File: src/rtl/cpu_ahb_pkg.sv
// Shared encodings for the CPU host-access AHB-Lite bridge.
package cpu_ahb_pkg;

  localparam logic [1:0] REG_IM   = 2'b00;
  localparam logic [1:0] REG_DM   = 2'b01;
  localparam logic [1:0] REG_RF   = 2'b10;
  localparam logic [1:0] REG_CTRL = 2'b11;

  localparam logic [13:0] OFF_CTRL  = 14'h0000;
  localparam logic [13:0] OFF_CYCLE = 14'h0004;

  localparam logic [1:0] HTRANS_IDLE   = 2'b00;
  localparam logic [1:0] HTRANS_BUSY   = 2'b01;
  localparam logic [1:0] HTRANS_NONSEQ = 2'b10;
  localparam logic [1:0] HTRANS_SEQ    = 2'b11;

  localparam logic [2:0] HSIZE_WORD = 3'b010;

  localparam logic HRESP_OKAY  = 1'b0;
  localparam logic HRESP_ERROR = 1'b1;

  typedef enum logic [1:0] {
    ST_IDLE    = 2'd0,
    ST_RD_WAIT = 2'd1,
    ST_ERR1    = 2'd2,
    ST_ERR2    = 2'd3
  } state_e;

endpackage

File: src/rtl/cpu_ahb_ctrl_regs.sv
// Run bit, CPU reset flop, execution-cycle counter and CTRL/CYCLE read mux.
module cpu_ahb_ctrl_regs
  import cpu_ahb_pkg::*;
#(
  parameter logic [15:0] VERSION = 16'h006A
) (
  input  logic        clk,
  input  logic        rstn,
  input  logic        i_wr_en,
  input  logic [31:0] i_wdata,
  input  logic        i_rd_cycle,
  output logic [31:0] o_rdata,
  output logic        o_run,
  output logic        o_cpu_rstn
);

  logic        r_run;
  logic        r_cpu_rstn;
  logic [31:0] r_cycle;
  logic        w_run_rise;
  logic        w_unused;

  assign w_run_rise = i_wr_en & i_wdata[0] & ~r_run;
  assign w_unused   = ^i_wdata[31:1];

  always_ff @(posedge clk or negedge rstn) begin
    if (!rstn) begin
      r_run      <= 1'b0;
      r_cpu_rstn <= 1'b0;
      r_cycle    <= '0;
    end else begin
      if (i_wr_en) r_run <= i_wdata[0];
      r_cpu_rstn <= r_run;
      // Counts cycles the core is out of reset; a fresh start clears it.
      if (w_run_rise)      r_cycle <= '0;
      else if (r_cpu_rstn) r_cycle <= r_cycle + 32'd1;
    end
  end

  assign o_rdata    = i_rd_cycle ? r_cycle : {VERSION, 15'b0, r_run};
  assign o_run      = r_run;
  assign o_cpu_rstn = r_cpu_rstn;

endmodule

File: src/rtl/cpu_ahb_bridge.sv
// AHB-Lite slave giving the system bus access to CPU IM/DM/RF and the run/cycle control block.
//   state      | meaning
//   ST_IDLE    | ready; completes zero-wait data phases and the last cycle of IM/DM reads
//   ST_RD_WAIT | single wait state while the synchronous IM/DM read resolves
//   ST_ERR1    | first ERROR cycle (HREADYOUT low)
//   ST_ERR2    | second ERROR cycle (HREADYOUT high)
module cpu_ahb_bridge
  import cpu_ahb_pkg::*;
#(
  parameter int          MEM_AW  = 11,
  parameter logic [15:0] VERSION = 16'h006A
) (
  input  logic              clk,
  input  logic              rstn,
  input  logic              HSEL,
  input  logic [31:0]       HADDR,
  input  logic [1:0]        HTRANS,
  input  logic              HWRITE,
  input  logic [2:0]        HSIZE,
  input  logic [31:0]       HWDATA,
  input  logic              HREADY,
  output logic [31:0]       HRDATA,
  output logic              HREADYOUT,
  output logic              HRESP,
  output logic              cpu_rstn,
  output logic [4:0]        ahb_rf_addr,
  input  logic [31:0]       ahb_rf_data,
  output logic [MEM_AW-1:0] ahb_im_addr,
  output logic [31:0]       ahb_im_din,
  output logic              ahb_im_wen,
  input  logic [31:0]       ahb_im_dout,
  output logic [MEM_AW-1:0] ahb_dm_addr,
  output logic [31:0]       ahb_dm_din,
  output logic              ahb_dm_wen,
  input  logic [31:0]       ahb_dm_dout
);

  state_e            r_state, w_state_nxt;
  logic              r_wr_mem, r_wr_ctrl, r_rd_zw, r_rd_mem, r_ctrl_off;
  logic [1:0]        r_region;
  logic [MEM_AW-1:0] r_im_addr, r_dm_addr;
  logic [4:0]        r_rf_addr;
  logic [31:0]       r_hold, w_ctrl_rdata;
  logic [1:0]        w_region;
  logic              w_accept, w_ok, w_err, w_is_mem, w_is_ctrl, w_run, w_ctrl_bad;
  logic              w_unused;

  assign w_region  = HADDR[15:14];
  assign w_is_mem  = (w_region == REG_IM) | (w_region == REG_DM);
  assign w_is_ctrl = (w_region == REG_CTRL);
  // ERR2 already drives HREADYOUT high, so the next address phase can land there.
  assign w_accept  = HSEL & HTRANS[1] & HREADY & ((r_state == ST_IDLE) | (r_state == ST_ERR2));
  assign w_ctrl_bad = (HADDR[13:0] != OFF_CTRL) & (HADDR[13:0] != OFF_CYCLE);
  assign w_err = (HSIZE != HSIZE_WORD) | (HADDR[1:0] != 2'b00)
               | (w_is_mem & HADDR[13]) | (w_is_mem & HWRITE & w_run)
               | ((w_region == REG_RF) & HWRITE)
               | (w_is_ctrl & (w_ctrl_bad | (HWRITE & (HADDR[13:0] == OFF_CYCLE))));
  assign w_ok     = w_accept & ~w_err;
  assign w_unused = ^{HADDR[31:16], HTRANS[0]};

  always_comb begin
    w_state_nxt = r_state;
    case (r_state)
      ST_IDLE, ST_ERR2: begin
        w_state_nxt = ST_IDLE;
        if (w_accept) begin
          if (w_err)                 w_state_nxt = ST_ERR1;
          else if (w_is_mem & ~HWRITE) w_state_nxt = ST_RD_WAIT;
        end
      end
      ST_RD_WAIT: w_state_nxt = ST_IDLE;
      ST_ERR1:    w_state_nxt = ST_ERR2;
      default:    w_state_nxt = ST_IDLE;
    endcase
  end

  always_ff @(posedge clk or negedge rstn) begin
    if (!rstn) begin
      r_state    <= ST_IDLE;
      r_wr_mem   <= 1'b0;
      r_wr_ctrl  <= 1'b0;
      r_rd_zw    <= 1'b0;
      r_rd_mem   <= 1'b0;
      r_ctrl_off <= 1'b0;
      r_region   <= REG_IM;
      r_im_addr  <= '0;
      r_dm_addr  <= '0;
      r_rf_addr  <= '0;
      r_hold     <= '0;
    end else begin
      r_state   <= w_state_nxt;
      r_wr_mem  <= w_ok & w_is_mem & HWRITE;
      r_wr_ctrl <= w_ok & w_is_ctrl & HWRITE;
      r_rd_zw   <= w_ok & ~w_is_mem & ~HWRITE;
      r_rd_mem  <= (r_state == ST_RD_WAIT);
      if (w_accept) begin
        r_region   <= w_region;
        r_ctrl_off <= HADDR[2];
      end
      if (w_ok & (w_region == REG_IM)) r_im_addr <= HADDR[MEM_AW+1:2];
      if (w_ok & (w_region == REG_DM)) r_dm_addr <= HADDR[MEM_AW+1:2];
      if (w_ok & (w_region == REG_RF)) r_rf_addr <= HADDR[6:2];
      if (r_rd_mem | r_rd_zw)          r_hold    <= HRDATA;
    end
  end

  always_comb begin
    HRDATA = r_hold;
    if (r_rd_mem)     HRDATA = (r_region == REG_IM) ? ahb_im_dout : ahb_dm_dout;
    else if (r_rd_zw) HRDATA = (r_region == REG_RF) ? ahb_rf_data : w_ctrl_rdata;
  end

  assign HREADYOUT   = ~((r_state == ST_RD_WAIT) | (r_state == ST_ERR1));
  assign HRESP       = ((r_state == ST_ERR1) | (r_state == ST_ERR2)) ? HRESP_ERROR : HRESP_OKAY;
  assign ahb_im_addr = r_im_addr;
  assign ahb_dm_addr = r_dm_addr;
  assign ahb_rf_addr = r_rf_addr;
  assign ahb_im_din  = HWDATA;
  assign ahb_dm_din  = HWDATA;
  assign ahb_im_wen  = r_wr_mem & (r_region == REG_IM);
  assign ahb_dm_wen  = r_wr_mem & (r_region == REG_DM);

  cpu_ahb_ctrl_regs #(.VERSION(VERSION)) u_ctrl_regs (
    .clk       (clk),
    .rstn      (rstn),
    .i_wr_en   (r_wr_ctrl),
    .i_wdata   (HWDATA),
    .i_rd_cycle(r_ctrl_off),
    .o_rdata   (w_ctrl_rdata),
    .o_run     (w_run),
    .o_cpu_rstn(cpu_rstn)
  );

endmodule

File: config.mk
export PLATFORM = sky130hd
export DESIGN_NAME = cpu_ahb_bridge
export DESIGN_NICKNAME = d
export VERILOG_FILES = /design/src/rtl/cpu_ahb_pkg.sv /design/src/rtl/cpu_ahb_ctrl_regs.sv /design/src/rtl/cpu_ahb_bridge.sv
export SDC_FILE = /design/constraint.sdc
export NUM_CORES = 1
export LEC_CHECK = 0
export BUFFER_PORTS_ARGS = -buffer_cell sky130_fd_sc_hd__buf_2
export CAP_MARGIN = 20
export CORE_MARGIN = 5
export CORE_UTILIZATION = 40
export CTS_BUF_LIST = sky130_fd_sc_hd__clkbuf_8
export DETAILED_ROUTE_END_ITERATION = 6
export HOLD_SLACK_MARGIN = 0.08
export PLACE_DENSITY = 0.71
export SKIP_CTS_REPAIR_TIMING = 1
export SLEW_MARGIN = 10
export SYNTH_ARGS = -nofsm -noshare
export SYNTH_HDL_FRONTEND = slang
export SYNTH_SLANG_ARGS = --single-unit
export TNS_END_PERCENT = 100
File: constraint.sdc
create_clock -name clk -period 4.7 [get_ports clk]
set_input_delay 0.705 -clock clk [delete_from_list [all_inputs] [get_ports clk]]
set_output_delay 0.705 -clock clk [all_outputs]
set_load 0.005 [all_outputs]
==> key figures <==
Drt
  – Routed Antenna Nets: 0
  – Vias: around 5200
  – DRT iter0 DRCs: roughly 360
  – Routed vias/inst: roughly 5.7
  – Drt first pass iters: 5
  – WL per Instance: 17.5 um
  – DRT Wirelength: 16000 um
  – Residual DRC: 0

Place
  – Port bufs: between 150 and 200
  – Detailed Place HPWL: 11800 um
  – Placed cells: ~900
  – Final Wtd Congestion: approximately 0.80

STA
  – Fmax: just over 300 MHz
  – Slew @ Worst Pin: around 1.0 ns
  – Final Max Tran Viols: 0
  – Final Cycle Share: between 60% and 70%
  – Final Skew: ~0.0092 ns
  – Hold slack: between 0.4 and 0.5 ns
  – Crit path time final: around 3.3 ns
  – Unrepaired setup endpoints after global routing: no
  – Count of final hold-check violations: 0
  – Rel. slew slack: between 30% and 40%
  – # setup viols final: 0
  – Setup TNS: 0 ns

Clock tree
  – CTS buffer count: 9
  – Clock insertion delay at the later pin of the skew report: ~0.39 ns
  – CTS tree: yes
  – Bufs on Longest Clock Path: 2
  – CTS H-Tree Depth: 3
  – CTS sink cnt: 102
  – Clk root buf: clkbuf_8
  – Clock-pin slew on the worst setup and hold paths: about 0.10 ns

Floorplan
  – # rows: 45
  – Die height: approximately 130 um
  – Core area: about 15000 um^2
  – Die area: 17900 um^2
  – Die W: ~130 um
  – IO Count: around 300
  – Starting density of the core: between 40% and 50%

Worst setup path
  – Worst Path Arrival: roughly 2.6 ns
  – Critical path startpoint category: register
  – Worst setup path startpoint: r_region[1]
  – Crit-path max FO: 33
  – Worst setup path end: HRDATA[14]
  – Reg2reg end: ahb_im_addr[9]
  – Worst r2r src: r_state[0]
  – R2R Setup Slk: between 2 and 2.5 ns
  – Reg2reg path depth: 6
  – WS Path Type: register to output port
  – CP required: 3.99 ns
  – Worst Setup End Kind: output port

Final layout
  – Layout Nets: 894
  – Fill count: 1475
  – Layout area overhead: 13.5%
  – Commonest non-fill, non-tap cell in the layout: buf_2
  – Commonest non-fill, non-tap cells in the layout: 186 x buf_2, 101 x dfrtp_1, 60 x a221o_1
  – Ratio of cells with drive above 1 in the final layout: between 30 and 40%
  – Multi-input logic area: about 2900 um^2
  – Register area: around 2600 um^2
  – Fin cells: around 910
  – Final Util: between 40% and 50%

Synthesis
  – Syn Nets: between 700 and 800
  – Post-synthesis adder-cell area fraction: less than 1%
  – Mux cell area share after synthesis: 11.2%
  – Post-synthesis sequential area ratio: 41.6%
  – Yosys reg bits: approximately 100
  – Simple-Gate Fraction of Synth Area: between 15 and 20%
  – Main combinational cell family by area after synthesis: compound AO/OA/AOI/OAI gates
  – Xor/xnor cell area share of the yosys netlist: under 10%
  – Synth warn: 0
  – Synth cell types: 47
  – Syn avg cell area: 9.92 um^2
  – Mapped cell area: 6130 um^2
  – Compound-Gate Fraction of Synth Area: 17.2%
  – Mapped Cells: 618

Run status
  – Run status: finished, final reports clean

Min path
  – HP Class: input pin to asynchronous set/reset pin

Power
  – VDD IR max: between 150 and 200 uV
  – Pwr Total: about 2500 uW
  – P_leak: between 0.003 and 0.004 uW
  – Pwr dens: roughly 360 nW/um^2

Global routing
  – Initial antenna violation count: 1
  – First-pass GRT wire length: around 26000 um
  – Pin count of the biggest net entering global routing: 73
  – Total GRT Usage: 17.5%
  – Vias in the first global route: a little over 5000
  – Gr ovfl total: 0

Run
  – Max Cap Viol: 0
[stage by stage]
stage / setup WS, ns / cell area [um^2]
after floorplan: 2.27 / 6130
after global placement: 1.84 / 6740
after detailed placement: 1.78 / 6740
after CTS: 1.36 / 6940
after global routing: 1.31 / 6960
final: 1.43 / 6960
[synth_stat cells (all sizes together)]
master / n / area share [%]
dfrtp: 102 / 42
buf: 70 / 8.4
a221o: 60 / 9.8
mux2: 59 / 11
a21oi: 51 / 4.2
nand2: 47 / 2.9
nand3: 36 / 2.9
clkbuf: 34 / 2.1
nor2: 22 / 1.3
o21ai: 12 / 0.98
or4: 12 / 1.6
inv: 11 / 0.67
o31ai: 11 / 1.3
nand4: 10 / 1.4
or3: 10 / 1.1
nor4: 7 / 0.71
nand2b: 6 / 0.61
nor3: 6 / 0.49
xor2: 6 / 0.86
and4: 5 / 0.73
nor3b: 5 / 0.61
ha: 4 / 0.82
xnor2: 4 / 0.57
and3: 3 / 0.33
nor2b: 3 / 0.31
or2: 3 / 0.31
or4b: 3 / 0.49
a211oi: 2 / 0.24
and2: 2 / 0.20
mux2i: 2 / 0.33
nand4b: 2 / 0.29
nor4b: 2 / 0.29
o41ai: 2 / 0.29
a311oi: 1 / 0.14
a41oi: 1 / 0.14
nand3b: 1 / 0.12
o211ai: 1 / 0.12
[flip-flops by register name, summed over array words and instances (netlist names)]
signal                  cells
r_region                    2
u_ctrl_regs.o_run           1
r_rd_zw                     1
ahb_rf_addr                 5
u_ctrl_regs.r_cycle        32
u_ctrl_regs.o_cpu_rstn      1
ahb_dm_addr                11
r_ctrl_off                  1
ahb_im_addr                11
r_wr_mem                    1
r_hold                     32
r_rd_mem                    1
r_wr_ctrl                   1
r_state                     2
[where the power goes]
part	switching, uW	leakage [uW]	total, uW	internal [uW]
logic	348	0.00173	788	440
clock network	331	0.000105	586	254
registers	133	0.00130	1160	1030
[layer usage]
| metal | routed length (um) | GRT usage, % | up-vias |
|---|---|---|---|
| met5 | 0 | 0 | - |
| met4 | 633 | 7.14 | 0 |
| met3 | 1210 | 5.78 | 47 |
| met2 | 8000 | 30.3 | 193 |
| met1 | 6140 | 19.8 | 2528 |
| li1 | - | - | 2460 |
[worst min-delay path by stage]
stage                            from                     end  slack, ns  cells after the start
global route                r_wr_ctrl       u_ctrl_regs.o_run       0.47                      1
detailed placement          r_wr_ctrl       u_ctrl_regs.o_run       0.44                      1
global placement            r_wr_ctrl       u_ctrl_regs.o_run       0.43                      1
finish                           rstn               r_hold[1]       0.44                      1
CTS                         r_wr_ctrl       u_ctrl_regs.o_run       0.45                      1
floorplan           u_ctrl_regs.o_run  u_ctrl_regs.o_cpu_rstn       0.40                      0
[cell families after synthesis]
kind of cell	count (synthesis)
simple gates	185
compound gates	141
buf+inv	115
flops	102
mux	61
xor+xnor	10
fa+ha+maj	4
[area by class of cell]
| type | instances | area share (%) |
|---|---|---|
| antenna | 1 | 0.0360 |
| clock buffer | 9 | 1.78 |
| clock inverter | 7 | 1.13 |
| inverter | 11 | 0.593 |
| multi-input combinational | 401 | 41.9 |
| sequential | 102 | 36.7 |
| tap | 188 | 3.38 |
| timing repair buffer | 195 | 14.5 |
[critical path, stage by stage, from the launching register on]
cell and delay, ns:
dfrtp_1 0.45, nor2_4 0.80, mux2_2 0.43, a221o_1 0.34, buf_2 0.15
Power figures use the tool's default switching activity.
